[src/rtl/am_sequencer_pkg.sv]
// Shared types, widths and FSM encoding for the all_moves sequencer.
package am_sequencer_pkg;

    localparam int unsigned MAX_POSITIONS_LOG2 = 8;
    localparam int unsigned EVAL_WIDTH         = 24;
    localparam int unsigned UCI_WIDTH          = 16;
    localparam int unsigned AM_SEQ_TIMEOUT     = 4096;

    typedef logic        [MAX_POSITIONS_LOG2-1:0] move_idx_t;
    typedef logic signed [EVAL_WIDTH-1:0]         eval_t;
    typedef logic        [UCI_WIDTH-1:0]          uci_t;

    typedef enum logic [3:0] {
        ST_IDLE,
        ST_LOAD,
        ST_WAIT_MOVES,
        ST_SET_INDEX,
        ST_WAIT_RAM,
        ST_SAMPLE,
        ST_CLEAR,
        ST_WAIT_IDLE,
        ST_DONE
    } am_state_e;

    // Best-move record kept while walking the move RAM.
    typedef struct packed {
        move_idx_t index;
        uci_t      uci;
        eval_t     eval;
    } best_move_t;

endpackage

[src/rtl/am_sequencer_if.sv]
// Control and result signals between the host front end, all_moves and the sequencer.
interface am_sequencer_if;
    import am_sequencer_pkg::*;

    logic      req_valid;
    logic      req_ready;
    logic      req_white_to_move;
    logic      am_board_valid;
    logic      am_moves_ready;
    logic      am_idle;
    move_idx_t am_move_count;
    move_idx_t am_move_index;
    logic      am_clear_moves;
    eval_t     eval_in;
    uci_t      uci_in;
    logic      initial_mate;
    logic      initial_stalemate;
    logic      done;
    move_idx_t best_index;
    uci_t      best_uci;
    eval_t     best_eval;
    move_idx_t move_count;
    logic      mate;
    logic      stalemate;
    logic      timeout;

    modport master (
        input  req_valid, req_white_to_move, am_moves_ready, am_idle, am_move_count,
               eval_in, uci_in, initial_mate, initial_stalemate,
        output req_ready, am_board_valid, am_move_index, am_clear_moves, done,
               best_index, best_uci, best_eval, move_count, mate, stalemate, timeout
    );

    modport slave (
        output req_valid, req_white_to_move, am_moves_ready, am_idle, am_move_count,
               eval_in, uci_in, initial_mate, initial_stalemate,
        input  req_ready, am_board_valid, am_move_index, am_clear_moves, done,
               best_index, best_uci, best_eval, move_count, mate, stalemate, timeout
    );

endinterface

[src/rtl/am_sequencer_eval_compare.sv]
// Signed "candidate strictly better than best" test; white maximises, black minimises.
module am_sequencer_eval_compare
    import am_sequencer_pkg::*;
(
    input  eval_t cand_eval_i,
    input  eval_t best_eval_i,
    input  logic  white_i,
    output logic  better_c_o
);

    assign better_c_o = white_i ? (cand_eval_i > best_eval_i) : (cand_eval_i < best_eval_i);

endmodule

[src/rtl/am_sequencer.sv]
// Sequences one all_moves generation pass per request and reports the best move.
module am_sequencer
    import am_sequencer_pkg::*;
#(
    parameter int unsigned TIMEOUT_CYCLES = AM_SEQ_TIMEOUT
)
(
    input  logic           clk,
    input  logic           reset,
    am_sequencer_if.master bus
);

    localparam int unsigned TIMER_W = $clog2(TIMEOUT_CYCLES + 1);
    localparam int unsigned IDX_W   = MAX_POSITIONS_LOG2;
    localparam int unsigned NEXT_W  = IDX_W + 1;

    am_state_e          state_q;
    logic               white_q;
    logic               req_ready_q;
    logic               board_valid_q;
    logic               clear_q;
    logic               done_q;
    logic               mate_q;
    logic               stalemate_q;
    logic               timeout_q;
    move_idx_t          index_q;
    move_idx_t          count_q;
    best_move_t         best_q;
    logic [TIMER_W-1:0] timer_q;

    logic [NEXT_W-1:0]  next_index_d;
    logic               last_move_c;
    logic               better_c;
    logic               timer_expired_c;

    // One extra bit so a full 2^W-1 move list ends without the index wrapping.
    assign next_index_d    = {1'b0, index_q} + NEXT_W'(1);
    assign last_move_c     = next_index_d >= {1'b0, count_q};
    assign timer_expired_c = timer_q == TIMER_W'(TIMEOUT_CYCLES - 1);

    am_sequencer_eval_compare u_eval_compare (
        .cand_eval_i (bus.eval_in),
        .best_eval_i (best_q.eval),
        .white_i     (white_q),
        .better_c_o  (better_c)
    );

    always_ff @(posedge clk or posedge reset) begin
        if (reset) begin
            state_q       <= ST_IDLE;
            white_q       <= 1'b0;
            req_ready_q   <= 1'b1;
            board_valid_q <= 1'b0;
            clear_q       <= 1'b0;
            done_q        <= 1'b0;
            mate_q        <= 1'b0;
            stalemate_q   <= 1'b0;
            timeout_q     <= 1'b0;
            index_q       <= '0;
            count_q       <= '0;
            best_q        <= '0;
            timer_q       <= '0;
        end else begin
            board_valid_q <= 1'b0;
            clear_q       <= 1'b0;
            done_q        <= 1'b0;
            case (state_q)
                ST_IDLE: begin
                    if (bus.req_valid) begin
                        white_q       <= bus.req_white_to_move;
                        req_ready_q   <= 1'b0;
                        board_valid_q <= 1'b1;
                        mate_q        <= 1'b0;
                        stalemate_q   <= 1'b0;
                        timeout_q     <= 1'b0;
                        count_q       <= '0;
                        best_q        <= '0;
                        state_q       <= ST_LOAD;
                    end
                end
                ST_LOAD: begin
                    timer_q <= '0;
                    state_q <= ST_WAIT_MOVES;
                end
                ST_WAIT_MOVES: begin
                    if (bus.am_moves_ready) begin
                        count_q <= bus.am_move_count;
                        if (bus.am_move_count == '0) begin
                            mate_q      <= bus.initial_mate;
                            stalemate_q <= bus.initial_stalemate;
                            best_q      <= '0;
                            clear_q     <= 1'b1;
                            state_q     <= ST_CLEAR;
                        end else begin
                            index_q <= '0;
                            state_q <= ST_SET_INDEX;
                        end
                    end else if (timer_expired_c) begin
                        timeout_q <= 1'b1;
                        clear_q   <= 1'b1;
                        state_q   <= ST_CLEAR;
                    end else begin
                        timer_q <= timer_q + TIMER_W'(1);
                    end
                end
                ST_SET_INDEX: state_q <= ST_WAIT_RAM;
                ST_WAIT_RAM:  state_q <= ST_SAMPLE;
                ST_SAMPLE: begin
                    // Strict compare: on a tie the earlier (lower) index is kept.
                    if (index_q == '0 || better_c) begin
                        best_q.index <= index_q;
                        best_q.uci   <= bus.uci_in;
                        best_q.eval  <= bus.eval_in;
                    end
                    if (last_move_c) begin
                        clear_q <= 1'b1;
                        state_q <= ST_CLEAR;
                    end else begin
                        index_q <= IDX_W'(next_index_d);
                        state_q <= ST_SET_INDEX;
                    end
                end
                ST_CLEAR: begin
                    timer_q <= '0;
                    state_q <= ST_WAIT_IDLE;
                end
                ST_WAIT_IDLE: begin
                    if (bus.am_idle) begin
                        done_q  <= 1'b1;
                        state_q <= ST_DONE;
                    end else if (timer_expired_c) begin
                        timeout_q <= 1'b1;
                        done_q    <= 1'b1;
                        state_q   <= ST_DONE;
                    end else begin
                        timer_q <= timer_q + TIMER_W'(1);
                    end
                end
                ST_DONE: begin
                    index_q     <= '0;
                    req_ready_q <= 1'b1;
                    state_q     <= ST_IDLE;
                end
                default: state_q <= ST_IDLE;
            endcase
        end
    end

    assign bus.req_ready      = req_ready_q;
    assign bus.am_board_valid = board_valid_q;
    assign bus.am_move_index  = index_q;
    assign bus.am_clear_moves = clear_q;
    assign bus.done           = done_q;
    assign bus.best_index     = best_q.index;
    assign bus.best_uci       = best_q.uci;
    assign bus.best_eval      = best_q.eval;
    assign bus.move_count     = count_q;
    assign bus.mate           = mate_q;
    assign bus.stalemate      = stalemate_q;
    assign bus.timeout        = timeout_q;

endmodule

[src/flat_wrapper.sv]
// flat-port wrapper written by rule: the top's interface ports become plain ports
module am_sequencer_flat import am_sequencer_pkg::*;
#(
    parameter int unsigned TIMEOUT_CYCLES = AM_SEQ_TIMEOUT
)
  (clk, reset, bus_req_valid, bus_req_white_to_move, bus_am_moves_ready, bus_am_idle, bus_am_move_count, bus_eval_in, bus_uci_in, bus_initial_mate, bus_initial_stalemate, bus_req_ready, bus_am_board_valid, bus_am_move_index, bus_am_clear_moves, bus_done, bus_best_index, bus_best_uci, bus_best_eval, bus_move_count, bus_mate, bus_stalemate, bus_timeout);
  am_sequencer_if bus_i ();
  input  logic clk;
  input  logic reset;
  input wire logic [$bits(bus_i.req_valid)-1:0] bus_req_valid;
  input wire logic [$bits(bus_i.req_white_to_move)-1:0] bus_req_white_to_move;
  input wire logic [$bits(bus_i.am_moves_ready)-1:0] bus_am_moves_ready;
  input wire logic [$bits(bus_i.am_idle)-1:0] bus_am_idle;
  input wire logic [$bits(bus_i.am_move_count)-1:0] bus_am_move_count;
  input wire logic [$bits(bus_i.eval_in)-1:0] bus_eval_in;
  input wire logic [$bits(bus_i.uci_in)-1:0] bus_uci_in;
  input wire logic [$bits(bus_i.initial_mate)-1:0] bus_initial_mate;
  input wire logic [$bits(bus_i.initial_stalemate)-1:0] bus_initial_stalemate;
  output wire logic [$bits(bus_i.req_ready)-1:0] bus_req_ready;
  output wire logic [$bits(bus_i.am_board_valid)-1:0] bus_am_board_valid;
  output wire logic [$bits(bus_i.am_move_index)-1:0] bus_am_move_index;
  output wire logic [$bits(bus_i.am_clear_moves)-1:0] bus_am_clear_moves;
  output wire logic [$bits(bus_i.done)-1:0] bus_done;
  output wire logic [$bits(bus_i.best_index)-1:0] bus_best_index;
  output wire logic [$bits(bus_i.best_uci)-1:0] bus_best_uci;
  output wire logic [$bits(bus_i.best_eval)-1:0] bus_best_eval;
  output wire logic [$bits(bus_i.move_count)-1:0] bus_move_count;
  output wire logic [$bits(bus_i.mate)-1:0] bus_mate;
  output wire logic [$bits(bus_i.stalemate)-1:0] bus_stalemate;
  output wire logic [$bits(bus_i.timeout)-1:0] bus_timeout;
  assign bus_i.req_valid = bus_req_valid;
  assign bus_i.req_white_to_move = bus_req_white_to_move;
  assign bus_i.am_moves_ready = bus_am_moves_ready;
  assign bus_i.am_idle = bus_am_idle;
  assign bus_i.am_move_count = bus_am_move_count;
  assign bus_i.eval_in = bus_eval_in;
  assign bus_i.uci_in = bus_uci_in;
  assign bus_i.initial_mate = bus_initial_mate;
  assign bus_i.initial_stalemate = bus_initial_stalemate;
  assign bus_req_ready = bus_i.req_ready;
  assign bus_am_board_valid = bus_i.am_board_valid;
  assign bus_am_move_index = bus_i.am_move_index;
  assign bus_am_clear_moves = bus_i.am_clear_moves;
  assign bus_done = bus_i.done;
  assign bus_best_index = bus_i.best_index;
  assign bus_best_uci = bus_i.best_uci;
  assign bus_best_eval = bus_i.best_eval;
  assign bus_move_count = bus_i.move_count;
  assign bus_mate = bus_i.mate;
  assign bus_stalemate = bus_i.stalemate;
  assign bus_timeout = bus_i.timeout;
  am_sequencer #(.TIMEOUT_CYCLES(TIMEOUT_CYCLES)) u_core (.clk(clk), .reset(reset), .bus(bus_i));
endmodule
[config.mk]
export PLATFORM = sky130hd
export DESIGN_NAME = am_sequencer_flat
export DESIGN_NICKNAME = d
export VERILOG_FILES = /design/src/rtl/am_sequencer_pkg.sv /design/src/rtl/am_sequencer_if.sv /design/src/rtl/am_sequencer_eval_compare.sv /design/src/rtl/am_sequencer.sv /design/src/flat_wrapper.sv
export SDC_FILE = /design/constraint.sdc
export NUM_CORES = 1
export LEC_CHECK = 0
export BUFFER_PORTS_ARGS = -buffer_cell sky130_fd_sc_hd__buf_2
export CAP_MARGIN = 20
export CORE_ASPECT_RATIO = 0.7
export CORE_MARGIN = 5
export CORE_UTILIZATION = 58
export DETAILED_ROUTE_END_ITERATION = 10
export PLACE_DENSITY = 0.86
export SETUP_SLACK_MARGIN = 0.1
export SYNTH_ARGS = -nofsm -noshare
export SYNTH_HDL_FRONTEND = slang
export SYNTH_SLANG_ARGS = --single-unit
[constraint.sdc]
create_clock -name clk -period 6.5 [get_ports clk]
set_input_delay 0.975 -clock clk [delete_from_list [all_inputs] [get_ports clk]]
set_output_delay 0.975 -clock clk [all_outputs]
set_load 0.01 [all_outputs]
# After elaboration in Yosys (flattened, before gate mapping)
# Cells that the tools add are included.
[word_totals]
reg_bits = 89
input_bits = 56
output_inout_bits = 71
[classes]
add_sub_neg = 2
magnitude_cmp = 3
n_eq_ne = 19
muxes = 46
n_reduce_logical = 20
[op_table]
columns = ["op", "count"]
rows = [
  ["$mux 48", 4],
  ["$pmux 48 s3", 1],
  ["$mux 8", 5],
  ["$mux 13", 3],
  ["$pmux 13 s3", 1],
  ["$pmux 4 s8", 1],
  ["$gt 24x24->1", 1],
  ["$lt 24x24->1", 1],
  ["$pmux 8 s3", 1],
  ["$mux 4", 5],
  ["$mux 1", 17],
  ["$eq 4x3->1 const B", 4],
  ["$logic_not 8->1", 2],
  ["$pmux 8 s2", 1],
  ["$add 13x1->13 const B", 1],
  ["$eq 13x12->1 const B", 1],
  ["$ne 2x2->1 const B", 6],
  ["$reduce_and 4->1", 3],
  ["$reduce_bool 3->1", 4],
  ["$add 8x1->9 const B", 1],
  ["$ge 9x8->1", 1],
  ["$reduce_and 3->1", 3],
  ["$eq 4x2->1 const B", 2],
  ["$pmux 1 s2", 4],
  ["other kinds (12)", 17],
]

# Depth between registers and ports, before layout
# Gate-level depths: netlist (run 1).
[depth]
depth_word = 5
mapped_depth = 14
depth_no_buf = 12

# Modules after synthesis
# A second synthesis (run 1) with hierarchy kept.
[unflattened]
hier_cells = 564
hier_area_um2 = 5232.5
[by_module_without_submodules]
columns = ["mod", "instances", "cells_per_inst", "area_per_inst_um2", "seq_area_each_um2"]
rows = [
  ["am_sequencer", 1, 473, 4585.6, 2228.4],
  ["am_sequencer_eval_compare", 1, 91, 646.9, 0.0],
]

# Worst setup path after synthesis (run 1)
# OpenSTA, ideal clock, no wires.
[synth_timing]
kind = "input to register"
startpoint = "in bus_eval_in[1]"
endpoint = "reg u_core.best_q, in the netlist u_core.bus.best_eval[0]"
setup_ps = 128
t_arrival_ps = 3083
setup_slack_ps = 3289
path_stages = 10
path_buffers = 1
cell_sequence = "ha_1 > nor2b_1 > o211ai_2 > a21oi_1 > o31a_1 > nor4b_2 > o21ai_1 > nor3_2 > buf_6 > mux2_1"
[synth_between]
elab_chain_cells = 5
elab_cells_between_ends = 6
[synth_rtl]
columns = ["item", "line", "source"]
rows = [
  ["start: declaration", "flat_wrapper.sv:15", "input wire logic [$bits(bus_i.eval_in)-1:0] bus_eval_in;"],
  ["$lt 24x24->1 or $gt 24x24->1 (tied branches)", "am_sequencer_eval_compare.sv:11", "assign better_c_o = white_i ? (cand_eval_i > best_eval_i) : (cand_eval_i < best_eval_i);"],
  ["$mux 1 (*)", "am_sequencer_eval_compare.sv:11", ""],
  ["$logic_or 1x1->1 (*)", "am_sequencer.sv:110", "if (index_q == '0 || better_c) begin"],
  ["$ne 2x1->1 (no line) (*)", "-", ""],
  ["$reduce_and 5->1 (no line) (*)", "-", ""],
  ["end: declaration", "am_sequencer.sv:28", "best_move_t best_q;"],
]
# Every way passes the cells marked *; elsewhere a longest branch is shown, timed or not.
# A chain may end at the register's enable or synchronous reset.

# Final worst setup path (run 1)
[layout_timing]
startpoint = "reg u_core.index_q[0] (netlist: u_core.bus.am_move_index[0])"
endpoint = "reg u_core.index_q[5] (netlist: u_core.bus.am_move_index[5])"
[layout_between]
elab_chain_cells = 4
elab_cells_between_ends = 6
[layout_rtl]
columns = ["item", "line", "source"]
rows = [
  ["start: declaration", "am_sequencer.sv:26", "move_idx_t index_q;"],
  ["start signal: assignment", "am_sequencer.sv:119", "index_q <= IDX_W'(next_index_d);"],
  ["$add 8x1->9 (*)", "am_sequencer.sv:37", "assign next_index_d = {1'b0, index_q} + NEXT_W'(1);"],
  ["$ge 9x8->1", "am_sequencer.sv:38", "assign last_move_c = next_index_d >= {1'b0, count_q};"],
  ["$ne 2x2->1 (no line)", "-", ""],
  ["$reduce_and 4->1 (no line)", "-", ""],
]
# Every way passes the cells marked *; elsewhere a longest branch is shown, timed or not. The select of a mux whose other input is x is not followed.

==> results by stage, run 1 <==
Worst hold path:
- The worst min-delay path class is flop to flop.
- Along the worst hold path, the cell count comes to 1.
- The path with the worst hold slack has its endpoint at u_core.bus.best_index[0].
- In this run the most critical hold path is launched from u_core.bus.best_index[0].

Logic synthesis:
- The synthesized netlist contains 50 unique library cells.
- The number of warnings issued by yosys is 0.
- In the synthesized netlist, the number of instances is 539.
- The number of flip-flops and latches in the synthesized netlist is 89.
- The most used flip-flop cell after synthesis is sky130_fd_sc_hd__dfrtp_1.
- Counting flops with a built-in enable in the synthesized netlist gives 0.
- The net count after synthesis is 630.
- The register area share after synthesis is 44.4%.
- In the synthesized netlist the async set-or-reset flop fraction comes to 100%.
- The area share of the leading cell type in the synthesized netlist is 43.9%.
- The post-synthesis instance area is 0.00502 mm2.
- The leading area contributor after synthesis is sky130_fd_sc_hd__dfrtp_1.
- Ranked by total cell area, the synthesized netlist is headed by sky130_fd_sc_hd__dfrtp_1 44%, sky130_fd_sc_hd__mux2i_1 9.4%, sky130_fd_sc_hd__ha_1 8.7%, sky130_fd_sc_hd__nand2_1 6.2%, sky130_fd_sc_hd__inv_1 4.5%.
- The average instance in the mapped netlist occupies 9.31 um2.

Timing:
- Measured against its own limit, the worst slew margin works out to 35.7%.
- The setup total negative slack is 0 ns.
- The slew of the pin with the lowest slew margin is 0.964 ns.
- Static timing analysis puts the maximum clock frequency at 278 MHz.
- The final hold violation count is 0.
- Clock skew on the completed layout was measured at 0.00757 ns.
- The max-slew violation count is 0.
- Setup repair after global routing left no endpoint under its margin.
- After layout, the worst path uses 55.4% of the clock period.
- The shortest period the worst path allows is 3.60 ns.
- The count of final setup violators is 0.

Global route:
- For this run the aggregate overflow at the end of global routing stands at 0.
- Entering global routing, the biggest net connects 77 pins.
- The total global routing track utilization is 24.2%.
- The number of global-route vias before repair came to 4364.
- The initial antenna violation count is 0.
- The first-pass GRT wire length is 20600 um.

Clocking:
- Post-CTS repair changed the size of 0 cells.
- Clock latency on the worst-skew pair, taken at its later pin, is 0.34 ns.
- In this run the deepest clock path goes through 2 buffers.
- The H-tree generated during clock tree synthesis spans 3 levels.
- The buffer cell driving the clock tree root is sky130_fd_sc_hd__clkbuf_16.
- The number of buffers added by the clock tree synthesis step is 9.
- The sink count of the clock tree is 89.
- The clock tree from TritonCTS is done.
- The number of buffers inserted by hold repair at cts is 0.
- After clock tree synthesis, the clock-pin slew on the worst setup and hold paths is 0.06 ns.
- In this run the post-CTS setup repair buffer count came out at 0.

Cells and area:
- The most common library cell in the layout ignoring fill and taps is sky130_fd_sc_hd__buf_2.
- In the layout the commonest cells are 126 x sky130_fd_sc_hd__buf_2, 88 x sky130_fd_sc_hd__dfrtp_1, 83 x sky130_fd_sc_hd__nand2_1.
- The utilization after layout is 71.4%.
- The area growth from synthesis to layout is 20.1%.
- 0 antenna diodes ended up in the layout.
- The number of nets in the layout is 750.
- The fraction of final layout cells with drive strength greater than 1 is 23.9%.

Drt:
- The pre-antenna-repair detailed-routing pass consisted of 4 iterations.
- After detailed routing, the total wire length is 12500 um.
- The average via count per standard cell is 5.50.
- After detailed routing, the average wire length per cell comes to 16.0 um.
- After detailed routing, the number of remaining DRC violations is 0.
- The DRC violation total after the first TritonRoute iteration is 273.
- In this run the remaining antenna-violating nets after routing total 0.
- Summing over every cut layer, the via total after detailed routing is 4300.

Die:
- The die covers 0.0106 mm2.
- The core region is 0.00844 mm2.
- The count of standard-cell rows is 28.
- The die is 121 um wide.
- Once the floorplan was initialized, standard cells occupied 59.5% of the core.
- The number of ports placed on the die boundary is 127.
- The die extent in y is 87.8 um.

Critical path:
- The startpoint class of the critical path is a flop.
- Across all register-to-register paths, the minimum setup slack is 2.90 ns.
- The endpoint of the worst register-to-register path is u_core.bus.am_move_index[5].
- The slowest stage cell on the critical path is sky130_fd_sc_hd__o21ai_1.
- The kind of end point of the critical path is a flop.
- Counting both buffers and inverters, the worst setup path holds a total of 0.
- The largest stage delay on the critical path is 0.66 ns.
- In this run the worst path has a maximum fanout of 13.
- The startpoint of the most critical register-to-register path is u_core.bus.am_move_index[0].
- At the worst endpoint, the required time is 6.71 ns.
- The data arrival time of the worst path is 3.81 ns.
- The critical path crosses 11 cells after its start point.
- The worst register-to-register path has a depth of 11.
- The family with the most delay on the worst path is compound AO/OA/AOI/OAI gates.
- The critical path is of the flop to flop type.
- The most numerous cell type found on the critical path is sky130_fd_sc_hd__ha_1.
- Walking the worst path, the cells encountered are ha_1, and3_1, xor2_1, ha_1, a21o_1, nand2_1, o211a_1, o21ai_1, a21boi_1, o21ai_0, o41ai_1.

Power and ir drop:
- In this run the power density over the cells is 466 mW/mm2.
- In this run the power spent charging and discharging nets is 0.00119 W.
- The internal power of the cells is 0.00162 W.
- The share of total power dissipated in combinational logic is 48.1%.
- The worst-case vdd ir drop is 0.000214 V.
- The portion of total power attributed to sequential cells is 33.8%.
- The analysis attributes to cell leakage a power of 2.98 nW.
- Net switching is 42.3% of the power.
- The clock network burns 18.2% of the power.

Job:
- The tool flagged a number of max-cap violations equal to 0.

Run status:
- The run finished with clean final reports.

Placement:
- Buffers placed on the I/O ports in this run total 126.
- At the end of routability-driven placement, the weighted congestion stood at 0.900.
- Detailed placement finished with a half-perimeter wire length of 9190 um.
-- Yosys cell counts, types with 2 or more instances --
| master | instances |
|---|---|
| sky130_fd_sc_hd__xnor2_1 | 7 |
| sky130_fd_sc_hd__buf_8 | 2 |
| sky130_fd_sc_hd__a31o_2 | 2 |
| sky130_fd_sc_hd__a21o_1 | 5 |
| sky130_fd_sc_hd__xor2_1 | 10 |
| sky130_fd_sc_hd__and2_1 | 4 |
| sky130_fd_sc_hd__nand4_1 | 8 |
| sky130_fd_sc_hd__nor2b_1 | 4 |
| sky130_fd_sc_hd__clkbuf_1 | 17 |
| sky130_fd_sc_hd__o31ai_1 | 2 |
| sky130_fd_sc_hd__nor2_1 | 36 |
| sky130_fd_sc_hd__buf_4 | 2 |
| sky130_fd_sc_hd__o21ai_1 | 6 |
| sky130_fd_sc_hd__nand2b_1 | 5 |
| sky130_fd_sc_hd__o31a_1 | 2 |
| sky130_fd_sc_hd__and3_1 | 4 |
| sky130_fd_sc_hd__nor3_1 | 7 |
| sky130_fd_sc_hd__mux2_1 | 3 |
| sky130_fd_sc_hd__mux2_2 | 2 |
| sky130_fd_sc_hd__nand2_1 | 83 |
| sky130_fd_sc_hd__ha_1 | 35 |
| sky130_fd_sc_hd__a22o_1 | 2 |
| sky130_fd_sc_hd__nand3b_1 | 3 |
| sky130_fd_sc_hd__dfrtp_1 | 88 |
| sky130_fd_sc_hd__nor4_1 | 5 |
| sky130_fd_sc_hd__or3_1 | 6 |
| sky130_fd_sc_hd__a21oi_1 | 19 |
| sky130_fd_sc_hd__inv_1 | 60 |
| sky130_fd_sc_hd__o21ai_0 | 29 |
| sky130_fd_sc_hd__or4_1 | 2 |
| sky130_fd_sc_hd__mux2i_1 | 47 |
| sky130_fd_sc_hd__nand3_1 | 14 |
-- worst reg2reg max path, stage by stage, from the launching register on --
cell and delay, ns:
sky130_fd_sc_hd__dfrtp_1 0.47, sky130_fd_sc_hd__ha_1 0.31, sky130_fd_sc_hd__and3_1 0.29, sky130_fd_sc_hd__xor2_1 0.17, sky130_fd_sc_hd__ha_1 0.32, sky130_fd_sc_hd__a21o_1 0.13, sky130_fd_sc_hd__nand2_1 0.07, sky130_fd_sc_hd__o211a_1 0.16
sky130_fd_sc_hd__o21ai_1 0.66, sky130_fd_sc_hd__a21boi_1 0.58, sky130_fd_sc_hd__o21ai_0 0.21, sky130_fd_sc_hd__o41ai_1 0.11
-- flip-flops by register name, indices dropped and copies added, names as in the netlist --
register / flops
u_core.bus.stalemate: 1
u_core.bus.am_clear_moves: 1
u_core.bus.move_count: 8
u_core.bus.am_move_index: 8
u_core.bus.mate: 1
u_core.bus.req_ready: 1
u_core.bus.best_eval: 24
u_core.white_q: 1
u_core.timer_q: 13
u_core.state_q: 4
u_core.bus.done: 1
u_core.bus.am_board_valid: 1
u_core.bus.best_uci: 16
u_core.bus.timeout: 1
u_core.bus.best_index: 8
-- cell type report --
cell class              count  area [um2]
inverters                  61         230
clock buffers              10         239
fillers                   652        2410
multi-input cells         367        2460
repair buffers            131         681
flip-flops and latches     89        2230
well taps                 120         150
clock inverters             4        45.0
-- routing by layer --
layer	routed length (um)	GRT usage, %
met3	891	6.26
met4	187	7.02
met1	5390	31.6
met5	0	0
met2	6070	40.6
-- through the flow --
stage	power (W)	setup slack, ns	instances	hold slack (ns)	cell area [um2]
after floorplan	0.00185	3.22	539	0.503	5020
after global placement	0.00221	2.84	767	0.491	5730
after detailed placement	0.00228	2.76	767	0.493	5730
after CTS	0.00281	2.97	781	0.506	6010
after global routing	0.00303	2.76	782	0.516	6030
final	0.00281	2.90	782	0.503	6030
-- worst max-delay path by stage --
stage | to | from | slack, ns
after detailed placement | u_core.bus.best_eval[0] | bus_eval_in[1] | 2.76
after global routing | u_core.bus.am_move_index[6] | u_core.bus.am_move_index[0] | 2.76
final | u_core.bus.am_move_index[5] | u_core.bus.am_move_index[0] | 2.90
after global placement | u_core.bus.best_eval[0] | bus_eval_in[1] | 2.84
after CTS | u_core.bus.am_move_index[5] | u_core.bus.am_move_index[0] | 2.97
after floorplan | u_core.bus.am_board_valid | reset | 3.22
-- cell families (layout without fill, tap and decap cells) --
logic type                 after synthesis  count (layout)  synth area share (%)
xor gates and xnor gates                17              17                  2.97
AOI/OAI and AO/OA                       78              78                  9.45
adders and majority gates               35              35                  8.72
muxes                                   52              52                  10.5
buffers and inverters                   83             206                  6.95
DFF                                     89              89                  44.4
and+or+nand+nor                        185             185                  17.0
-- power groups by stage --
stage | clock [W] | sequential [W] | combinational [W]
floorplan | 0 | 0.000980 | 0.000874
detailed placement | 0 | 0.000954 | 0.00133
CTS | 0.000516 | 0.000945 | 0.00135
finish | 0.000510 | 0.000949 | 0.00135
global route | 0.000542 | 0.000981 | 0.00150
global placement | 0 | 0.000939 | 0.00127
No activity file was read; power rests on OpenSTA's default activity.
==> run 2: changes to the inputs <==
--- a/config.mk
+++ b/config.mk
@@ -5,13 +5,14 @@
 export SDC_FILE = /design/constraint.sdc
 export NUM_CORES = 1
 export LEC_CHECK = 0
+export ABC_AREA = 1
 export BUFFER_PORTS_ARGS = -buffer_cell sky130_fd_sc_hd__buf_2
 export CAP_MARGIN = 20
 export CORE_ASPECT_RATIO = 0.7
 export CORE_MARGIN = 5
-export CORE_UTILIZATION = 58
+export CORE_UTILIZATION = 49
 export DETAILED_ROUTE_END_ITERATION = 10
-export PLACE_DENSITY = 0.86
+export PLACE_DENSITY = 0.77
 export SETUP_SLACK_MARGIN = 0.1
 export SYNTH_ARGS = -nofsm -noshare
 export SYNTH_HDL_FRONTEND = slang
==> constraint.sdc (replaced) <==
create_clock -name clk -period 3.1 [get_ports clk]
set_input_delay 0.465 -clock clk [delete_from_list [all_inputs] [get_ports clk]]
set_output_delay 0.465 -clock clk [all_outputs]
set_load 0.01 [all_outputs]
==> run 2 against run 1 <==
Effect of this change: sequential power increased by 73%; first-iteration DRC count increased by 55%; clock power increased by 100%; non-clock buffer count increased by 2; clock skew decreased by 0.0019 ns; wire length increased by 4.4%; count of clock-buffer cells in the layout increased by 2; worst hold slack got worse by 0.31 ns; critical path type unchanged; largest power group unchanged; highest routed layer unchanged.
==> results by stage, run 2 <==
Run status:
- The flow ran to the end, and the final reports show no timing, DRC or antenna violations.

Timing:
- The slew of the pin with the lowest slew margin is 0.650 ns.
- The count of final setup violators is 0.
- For this run, the top clock speed supported by timing is 365 MHz.
- The setup total negative slack is 0 ns.
- The max-slew violation count is 0.
- The period utilization is 88.3%.
- The worst clock skew is 0.00563 ns.
- Setup repair after global routing left no endpoint under its margin.
- The final hold violation count was 0.
- The normalized max-slew margin is 56.6%.
- Final hold analysis gives a worst-case slack of 0.194 ns.
- The routed design could run at a clock period as short as 2.74 ns.

Critical path:
- The slowest stage cell on the critical path is sky130_fd_sc_hd__dfrtp_1.
- The data arrival time of the worst path is 2.96 ns.
- The setup slack of the most critical reg-to-reg path is 0.36 ns.
- The endpoint of the worst register-to-register path is u_core.state_q[0].
- The endpoint required time on the critical path is 3.32 ns.
- The critical path is of the flop to flop type.
- The sum of buffers and inverters on the critical path is 3.
- The startpoint of the most critical register-to-register path is u_core.bus.am_move_index[0].
- The kind of end point of the critical path is a flop.
- For the worst flop-to-flop path, the logic depth is 14.
- On the worst path, the slowest cell contributes a delay of 0.43 ns.
- In this design, the critical path's most frequently occurring cell is sky130_fd_sc_hd__inv_1.
- The biggest fanout along the worst timing path is 9.
- The startpoint class of the critical path is a flop.
- In this design, the largest share of critical-path delay is due to simple AND/OR/NAND/NOR gates.
- The signal on the critical path passes through inv_1, nor3_2, nand3_1, nor3_1, xor2_1, inv_1, ha_1, inv_1, nor4b_1, nand2_1, nand3_1, nor2_2, o21ai_0, nand2_1.

Drt:
- For this block, the via count after detailed routing is 4963.
- Before antenna repair, the detailed router went through 5 iterations.
- The average via count per standard cell is 4.91.
- In the routed design, unresolved DRC markers number 0.
- Dividing the detail-routed wire length by the instance count gives 13.0 um.
- The final routed wirelength across all metal layers is 13100 um.
- The DRC violation total after the first TritonRoute iteration is 423.
- The detail route stage leaves a number of antenna-violating nets equal to 0.

Die:
- In this run the count of I/O pins placed on the die edge is 127.
- The die extent in y is 97.7 um.
- The initial cell density of the core is 49.5%.
- The horizontal extent of the die is 135 um.
- The core footprint is 0.0109 mm2.
- The floorplan has 32 rows.
- The total die area is 0.0132 mm2.

Global route:
- The number of global-route vias before repair is 4547.
- The initial antenna violation count came to 1.
- The first-pass GRT wire length is 21800 um.
- The maximum number of pins on one net before global-route repair is 55.
- The total global routing overflow is 0.
- For this run, the total global-route usage over all layers was measured as 20.2%.

Cells and area:
- The flip-flop count of the largest register after layout is 24.
- Cells with a size suffix above 1 make up 20.0% of the layout.
- With fillers left out, the area of the finished cells amounts to 0.00644 mm2.
- The library cell used most frequently in the layout, excluding fill and tap cells, is sky130_fd_sc_hd__nand2_1.
- Summing all flip-flop and latch instances after layout gives 0.00223 mm2.
- The multi-input combinational cells in the finished layout cover a total of 0.00256 mm2.
- The area growth from synthesis to layout is 19.6%.
- The top cell types in the final layout, fill and taps aside, are 196 x sky130_fd_sc_hd__nand2_1, 126 x sky130_fd_sc_hd__buf_2, 119 x sky130_fd_sc_hd__inv_1.
- For this run, the post-layout net count is 944.
- The filler cells instantiated in the layout total 1027.

Logic synthesis:
- The number of flops mapped to enable cells by yosys is 0.
- Counting instances in the post-synthesis netlist gives the leading cell types as 196 x sky130_fd_sc_hd__nand2_1, 120 x sky130_fd_sc_hd__inv_1, 88 x sky130_fd_sc_hd__dfrtp_1, 79 x sky130_fd_sc_hd__nand3_1, 77 x sky130_fd_sc_hd__nor2_1.
- The number of nets in the synthesized netlist is 824.
- Sequential cells were found to cover 41.4% of the synthesized design area.
- After synthesis the netlist holds a flip-flop and latch count of 89.
- In the synthesized netlist, the number of instances is 733.
- The leading area contributor after synthesis is sky130_fd_sc_hd__dfrtp_1.
- The area share of the leading cell type in the synthesized netlist is 40.9%.
- The post-synthesis cell type count is 38.
- Of all flip-flops after synthesis, the portion carrying an async set or reset was 100%.
- The number of warnings issued by yosys is 0.
- sky130_fd_sc_hd__nand2_1 is the most common cell in the netlist.
- Among all flip-flop cells after synthesis, the most frequent one is sky130_fd_sc_hd__dfrtp_1.
- By area the synthesized netlist is led by sky130_fd_sc_hd__dfrtp_1 41%, sky130_fd_sc_hd__nand2_1 14%, sky130_fd_sc_hd__inv_1 8.4%, sky130_fd_sc_hd__ha_1 8.1%, sky130_fd_sc_hd__nand3_1 7.3%.
- In this run the cell area of the synthesized design comes to 0.00539 mm2.
- The mean instance size in the synthesized netlist is 7.35 um2.

Power and ir drop:
- The internal power of the cells totals 0.00278 W.
- The portion of total power attributed to combinational logic is 45.6%.
- The total leakage power is 3.71 nW.
- Sequential cells burn 33.4% of the power.
- The worst-case vdd ir drop is 0.000406 V.
- The clock network accounts for 21.0% of the total power.
- Power spread over the standard cell area amounts to 765 mW/mm2.
- The switching share of total power is 43.5%.
- Summed over all nets, the switching power comes to 0.00214 W.

Clocking:
- The clock latency of the later-clocked register in the worst-skew pair is 0.33 ns.
- Hold repair after CTS inserted 0 buffers.
- The number of buffers added by the clock tree synthesis step is 9.
- The clock-pin slew on the worst setup and hold paths is 0.06 ns.
- The H-tree generated during clock tree synthesis spans 3 levels.
- No sink is reached through more buffers than the 2 on the longest clock path.
- The buffer cell driving the clock tree root is sky130_fd_sc_hd__clkbuf_16.
- The clock tree from TritonCTS is done.
- The clock net in this run drives a total of 89 sinks.

Placement:
- The total half-perimeter wirelength after legalization and detailed placement is 9480 um.
- After detailed placement, the total cell area comes to 0.00615 mm2.
- The final weighted congestion in routability-driven placement is 0.886.
- The quantity of I/O buffers inserted on ports is 126.

Worst hold path:
- The worst min-delay path class is primary input to async pin.

Job:
- Across the run, the number of max-cap violations was 0.
[run 2: power groups by stage]
| stage | logic (W) | clock network (W) | registers, W |
|---|---|---|---|
| global route | 0.00253 | 0.00112 | 0.00168 |
| finish | 0.00224 | 0.00104 | 0.00164 |
| detailed placement | 0.00225 | 0 | 0.00166 |
| CTS | 0.00226 | 0.00106 | 0.00164 |
| floorplan | 0.00153 | 0 | 0.00173 |
| global placement | 0.00221 | 0 | 0.00166 |
[run 2: final cells by class]
cell class	count	area share (%)
antenna	1	0.0389
timing repair buffer	133	11.0
multi-input combinational	495	39.7
clock inverter	3	0.233
sequential	89	34.6
tap	153	2.97
clock buffer	12	4.14
inverter	125	7.30
[run 2: cell families (layout without fill, tap and decap cells)]
kind of cell    after synthesis  in the layout  synth area share [%]
simple gates                395            395                  31.5
buf+inv                     149            273                  11.5
flops                        89             89                  41.4
compound gates               55             55                  5.95
fa+ha+maj                    35             35                  8.13
xor+xnor                     10             10                  1.63
other cells                   0              1                     0
[run 2: worst max path at each step]
stage | endpoint | slack, ns | from | depth (start not counted)
finish | u_core.state_q[0] | 0.36 | u_core.bus.am_move_index[0] | 14
global route | u_core.bus.am_move_index[2] | 0.11 | u_core.bus.am_move_index[0] | 15
CTS | u_core.bus.am_move_index[7] | 0.19 | u_core.bus.am_move_index[0] | 15
detailed placement | u_core.bus.am_move_index[7] | 0.24 | u_core.bus.am_move_index[0] | 15
global placement | u_core.bus.am_move_index[3] | 0.37 | u_core.bus.am_move_index[0] | 15
floorplan | u_core.bus.am_board_valid | 0.33 | reset | 1
[run 2: what timing repair did]
| action | CTS | global route |
|---|---|---|
| buffers inserted | 0 | 0 |
| gates resized for setup | 0 | 2 |
| hold endpoints to repair | 0 | 0 |
| setup endpoints to repair | 0 | 9 |
[run 2: per-layer routing]
metal	share of wire [%]	track usage, %	vias up
met5	0	0	-
met4	1.3	5.58	0
met3	6.5	4.76	14
met2	43	30.0	155
met1	49	29.4	2243
li1	-	-	2551
[run 2: stage by stage]
stage	setup WS, ns	util (%)	total power (W)	cells
finish	0.362	59.1	0.00493	1011
global route	0.107	59.1	0.00533	1011
CTS	0.186	59.0	0.00496	1010
detailed placement	0.243	56.4	0.00390	995
global placement	0.367	56.4	0.00387	995
floorplan	0.330	-	0.00326	733
